===== src/rtl/popcount_pkg.sv =====
// Shared types and defaults for the popcount unary transmitter.
package popcount_pkg;

   localparam int unsigned N_DEFAULT  = 20;
   localparam int unsigned CW_DEFAULT = 5;

   typedef enum logic {IDLE, EMIT} state_e;

   typedef logic [CW_DEFAULT-1:0] cnt_t;

endpackage


===== src/rtl/popcount_unary_tx.sv =====
// Count-to-unary transmitter: turns a count into an N-bit frame holding exactly that many ones.
// Define POPCOUNT_UNARY_SPREAD_EN for Bresenham-spread ones; otherwise ones lead the frame.
module popcount_unary_tx
   import popcount_pkg::*;
#(
   parameter int unsigned N  = N_DEFAULT,
   parameter int unsigned CW = CW_DEFAULT
) (
   input  logic          clk,
   input  logic          rst_n,
   input  logic          cnt_valid,
   output logic          cnt_ready,
   input  logic [CW-1:0] cnt_data,
   output logic          bit_valid,
   input  logic          bit_ready,
   output logic          bit_data,
   output logic          bit_last,
   output logic          clamp
);

   localparam logic [CW-1:0] N_C  = CW'(N);
   localparam logic [CW-1:0] LAST = CW'(N - 1);

   state_e        state;
   logic [CW-1:0] cnt;
   logic [CW-1:0] idx;
   logic          bit_raw;
   logic          accept_c;
   logic          beat_c;

   assign accept_c = (state == IDLE) && cnt_valid;
   assign beat_c   = bit_valid && bit_ready;

`ifdef POPCOUNT_UNARY_SPREAD_EN
   localparam int unsigned AW = CW + 1;

   logic [AW-1:0] acc;
   logic [AW-1:0] sum;
   logic [AW-1:0] acc_next;

   // Error accumulator: emit a one whenever the running sum crosses N.
   always_comb begin
      sum      = acc + AW'(cnt);
      bit_raw  = (sum >= AW'(N));
      acc_next = bit_raw ? (sum - AW'(N)) : sum;
   end

   always_ff @(posedge clk or negedge rst_n) begin
      if (!rst_n) begin
         acc <= '0;
      end else if (accept_c) begin
         acc <= '0;
      end else if (beat_c) begin
         acc <= acc_next;
      end
   end
`else
   always_comb begin
      bit_raw = (idx < cnt);
   end
`endif

   // Gated so the output reads 0 whenever no bit is offered.
   assign bit_data = bit_valid & bit_raw;

   always_ff @(posedge clk or negedge rst_n) begin
      if (!rst_n) begin
         state     <= IDLE;
         cnt       <= '0;
         idx       <= '0;
         clamp     <= 1'b0;
         cnt_ready <= 1'b1;
         bit_valid <= 1'b0;
         bit_last  <= 1'b0;
      end else begin
         case (state)
            IDLE: begin
               if (cnt_valid) begin
                  cnt       <= (cnt_data > N_C) ? N_C : cnt_data;
                  clamp     <= (cnt_data > N_C);
                  idx       <= '0;
                  state     <= EMIT;
                  cnt_ready <= 1'b0;
                  bit_valid <= 1'b1;
                  bit_last  <= (LAST == '0);
               end
            end
            EMIT: begin
               if (bit_ready) begin
                  if (bit_last) begin
                     idx       <= '0;
                     state     <= IDLE;
                     cnt_ready <= 1'b1;
                     bit_valid <= 1'b0;
                     bit_last  <= 1'b0;
                  end else begin
                     idx      <= idx + CW'(1);
                     bit_last <= ((idx + CW'(1)) == LAST);
                  end
               end
            end
            default: begin
               state     <= IDLE;
               cnt_ready <= 1'b1;
               bit_valid <= 1'b0;
               bit_last  <= 1'b0;
            end
         endcase
      end
   end

endmodule


===== config.mk =====
export PLATFORM = sky130hd
export DESIGN_NAME = popcount_unary_tx
export DESIGN_NICKNAME = d
export VERILOG_FILES = /design/src/rtl/popcount_pkg.sv /design/src/rtl/popcount_unary_tx.sv
export SDC_FILE = /design/constraint.sdc
export NUM_CORES = 1
export LEC_CHECK = 0
export ABC_AREA = 1
export CAP_MARGIN = 20
export CORE_AREA = 5 5 49 51
export CTS_CLUSTER_SIZE = 16
export DETAILED_ROUTE_END_ITERATION = 10
export DIE_AREA = 0 0 54 56
export GPL_ROUTABILITY_DRIVEN = 0
export PLACE_DENSITY_LB_ADDON = 0.2
export SYNTH_ARGS = -nofsm -noshare
export SYNTH_HDL_FRONTEND = slang
export SYNTH_SLANG_ARGS = --single-unit

===== constraint.sdc =====
create_clock -name clk -period 1.2 [get_ports clk]
set_input_delay 0.24 -clock clk [delete_from_list [all_inputs] [get_ports clk]]
set_output_delay 0.24 -clock clk [all_outputs]
set_load 0.02 [all_outputs]

Word-level counts from Yosys, hierarchy flattened
Index checks and enable logic that the tools add are counted.
W data, S select, Z words.
{"block": "word_totals", "reg_bits": 15, "input_bits": 9, "output_inout_bits": 5, "elab_cells": 39}
{"block": "op_classes", "add_sub_neg": 1, "n_lt_le_gt_ge": 2, "eq_ne": 4, "mux": 20, "bitwise_logic": 2, "reduce_logical": 3}
{"operator": "$mux W5", "n": 4}
{"operator": "$mux W1", "n": 11}
{"operator": "$pmux W5 S2", "n": 1}
{"operator": "$pmux W1 S2", "n": 4}
{"operator": "$ne A2 B2 Y1 const B", "n": 3}
{"operator": "$add A5 B1 Y5 const B", "n": 1}
{"operator": "$eq A5 B5 Y1 const B", "n": 1}
{"operator": "$gt A5 B5 Y1 const B", "n": 1}
{"operator": "$lt A5 B5 Y1", "n": 1}
{"operator": "$reduce_and A2 Y1", "n": 2}
{"operator": "$reduce_and A3 Y1", "n": 1}
{"operator": "$and A1 B1 Y1", "n": 1}
{"operator": "$not A1 Y1", "n": 1}

Logic depth before layout (Yosys ltp)
Gate-level depths: netlist (run 1).
{"block": "logic_depth", "depth_word": 5, "mapped_depth": 7, "depth_no_buf": 7}

Worst setup path after synthesis (run 1)
No wires, ideal clock.
{"block": "synth_timing", "kind": "register -> output", "start": "register idx[2]", "end": "output port bit_data", "t_arrival_ps": 1167, "t_required_ps": 960, "path_slack_ps": -207, "path_stages_with_launch": 5, "path_buffers": 0, "path_cell_list": "dfrtp_1 -> ha_1 -> a21oi_1 -> o21ai_0 -> nor2_1"}
{"block": "synth_via", "elab_chain_len": 2}
{"item": "from (decl)", "line": "popcount_unary_tx.sv:26", "source": "logic [CW-1:0] idx;"}
{"item": "from (signal assigned)", "line": "popcount_unary_tx.sv:97", "source": "idx <= idx + CW'(1);"}
{"item": "$lt A5 B5 Y1", "line": "popcount_unary_tx.sv:59", "source": "bit_raw = (idx < cnt);"}
{"item": "$and A1 B1 Y1", "line": "popcount_unary_tx.sv:64", "source": "assign bit_data = bit_valid & bit_raw;"}
{"item": "to (decl)", "line": "popcount_unary_tx.sv:16", "source": "output logic bit_data,"}
Every way passes these cells.

Worst setup path after layout (run 1)
{"block": "layout_timing", "start": "register cnt[1]", "end": "output port bit_data"}
{"block": "layout_via", "elab_chain_len": 2}
{"item": "from (decl)", "line": "popcount_unary_tx.sv:25", "source": "logic [CW-1:0] cnt;"}
{"item": "from (signal assigned)", "line": "popcount_unary_tx.sv:79", "source": "cnt <= (cnt_data > N_C) ? N_C : cnt_data;"}
{"item": "$lt A5 B5 Y1", "line": "popcount_unary_tx.sv:59"}
{"item": "$and A1 B1 Y1", "line": "popcount_unary_tx.sv:64"}
Every way passes these cells.

==> results_dict.tcl, run 1 <==
set metrics [dict create \
    slew_violations 0 \
    setup.worst_path.end_class "output pin" \
    layout_common_cells "nand2_1 (30), buf_4 (16), dfrtp_1 (14)" \
    syn2layout_area_growth_pct 48.8 \
    yosysTopAreaCellShare 0.427 \
    drt_iter0_drc 13 \
    powerDensity_nw_per_um2 2140 \
    ys.warnings.count 0 \
    layout_commonest_cell "nand2_1" \
    wirelength_mm 1.87 \
    finalWorstSetupSlack_ns -0.441 \
    p_leak_nw 0.623 \
    final-setup-viol-count 1 \
    cp-startpoint "cnt[1]$_DFFE_PN0P_" \
    yosysSeqAreaShare 0.459 \
    pwr-share-seq 0.322 \
    grt_setup_unrepaired "true" \
    ys_types 19 \
    htreeDepth 1 \
    portBuffers 13 \
    fin_skew_ns 0.00216 \
    hold_viol 0 \
    max_cap_viol_count 0 \
    power_mw 2.61 \
    synth_top_area_cell "dfrtp_1" \
    core_um2 1900 \
    synthMuxAreaShare 0 \
    synthAdderAreaFrac 0.0915 \
    num_vias 774 \
    crit_type "flop to output pin" \
    die_h_um 56 \
    fin_nets 153 \
    die_w_um 54 \
    grt_pass1_vias 801 \
    max_clock_freq_mhz 609 \
    min_path_type "primary input to async pin" \
    clockBufferDepth 2 \
    rows 16 \
    worst_pin_slew_ns 0.200 \
    clk_latency_ns 0.28 \
    start_kind "flop" \
    ios 14 \
    peakVddDrop_mv 1.41 \
    synth-compound-area-share 0.128 \
    worstPathArrival_ns 1.40 \
    crit_fanout 2 \
    clock_sinks 15 \
    p_comb_frac 0.564 \
    max_slew_margin 0.866 \
    cts-root-buf "clkbuf_4" \
    overflow 0 \
    synthSimpleGateAreaFrac 0.239 \
    worstPathRequired_ns 0.96 \
    ys_seq_elements 15 \
    timing.final.crit_share 1.37 \
    place_area_um2 1110 \
    synth_xor_area_frac 0 \
    pwr-share-clk 0.114 \
    grtUsageTotal 0.142 \
    antenna_found_initial 0 \
    syn-num-nets 117 \
    grt_pass1_wl_mm 3.24 \
    routed_via_density 4.72 \
    synthCells 102 \
    layout-drive-gt1-share 0.372 \
    drc 0 \
    violations "setup timing" \
    cts_tree "built" \
    antenna_cells 0 \
    fin_crit_ns 1.64 \
    grt_max_degree 16 \
    dpl.hpwl_mm 1.38 \
    numCtsBuffers 3 \
    dr.pass1.iters 4 \
    switching_share 0.395 \
    post_drt_wl_per_cell_um 11.4 \
    status "finished with violations" \
    antenna_left 0 \
    internal_power_mw 1.58 \
    synth_area_leaders "dfrtp_1 (43%), nand2_1 (15%), ha_1 (9.1%)" \
    syn_area_um2 821 \
    initial_core_util 0.432 \
    switchingPower_mw 1.03 \
    die-area_um2 3020 \
    avgSynthCellArea_um2 8.05 \
    synth_top_family_by_area "simple AND/OR/NAND/NOR gates" \
    reg2reg_from "idx[1]$_DFFE_PN0P_" \
    clk_pin_slew_ns 0.09 \
    final_cell_area_um2 1220 \
]
[metal layers]
layer / wire (µm) / vias to the layer above / GRT usage
met3: 49 / 2 / 0.0268
li1: - / 398 / -
met2: 931 / 16 / 0.230
met5: 0 / - / 0
met4: 14 / 0 / 0.0498
met1: 878 / 358 / 0.183
[Yosys cell counts]
cell type and instances:
dfstp_2 1, inv_1 16, o211ai_1 1, ha_1 6, o22ai_1 2, a21oi_1 3
nand3_1 3, o21ai_0 6, nor2_1 6, nand2_1 33, a21oi_2 1, o21ai_2 1
dfrtp_1 14, o21a_1 1, nor2_4 1, inv_2 2, nand4_1 2, nand2_4 1
a22oi_1 2
[power groups by stage]
stage	Clock (mW)	Sequential, mW	Combinational (mW)
final	0.296	0.841	1.47
after global routing	0.338	0.868	1.64
after CTS	0.302	0.836	1.41
after detailed placement	0	0.819	1.22
after global placement	0	0.807	1.20
after floorplan	0	0.896	0.598
[metrics by stage]
stage | utilization | setup slack [ns] | instances | setup TNS, ns | hold WS [ns]
detailed placement | 0.582 | -0.686 | 158 | -2.25 | 0.459
global route | 0.642 | -0.558 | 164 | -0.679 | 0.256
floorplan | - | -0.140 | 102 | -0.140 | -0.0556
global placement | 0.582 | -0.607 | 158 | -1.85 | 0.458
CTS | 0.636 | -0.438 | 164 | -0.438 | 0.263
finish | 0.642 | -0.441 | 164 | -0.441 | 0.258
[path summary, 6_finish.rpt]
check / cells past startpoint / endpoint / slack (ns)
worst max-delay path: 6 / bit_data / -0.44
min in group clk: 2 / clamp$_DFFE_PN0P_ / 0.49
worst min-delay path: 2 / cnt[3]$_DFFE_PN0P_ / 0.26
worst max register to register: 8 / bit_last$_DFFE_PN0P_ / 0.02
max in group asynchronous: 2 / cnt_ready$_DFFE_PN1P_ / 0.70
worst min register to register: 2 / clamp$_DFFE_PN0P_ / 0.49
[worst max-delay path, stage by stage, from the launching register on]
cell and delay [ns]:
dfrtp_1 0.38, inv_1 0.05, ha_1 0.28, nand4_1 0.11, a21oi_2 0.13, nor2_2 0.05
buf_6 0.13
[logic make-up after synthesis]
group / after synthesis
simple gates: 46
buf+inv: 18
compound gates: 17
flops: 15
fa+ha+maj: 6
[state kept, by name, summed over array words and instances, names as in the netlist]
signal     count
bit_last       1
state          1
cnt            5
cnt_ready      1
bit_valid      1
clamp          1
idx            5
[final cells by class]
cell class / count / area (µm²)
repair buffers: 31 / 267
inverters: 18 / 67.6
fillers: 164 / 681
multi-input cells: 69 / 449
clock inverters: 1 / 5.00
clock buffers: 3 / 22.5
flip-flops and latches: 15 / 377
well taps: 27 / 33.8
[what timing repair did]
action                                  in CTS  in global routing
hold buffers                                 0                  0
resized for setup                           34                 12
setup buffers                                2                  0
endpoints found under the setup margin       6                  7
pin swaps                                    3                  2
(Power assumes the default switching activity.)
==> run 2, diff against run 1 <==
- SLEW_MARGIN: default -> 20
==> results of run 2 <==
Final layout, timing and power as in run 1 (identical DEF).
==> run 3, diff against run 2 <==
- ABC_CLOCK_PERIOD_IN_PS: default -> 1200
- TNS_END_PERCENT: default -> 100
==> results of run 3 <==
Final layout, timing and power as in run 1 (identical DEF).
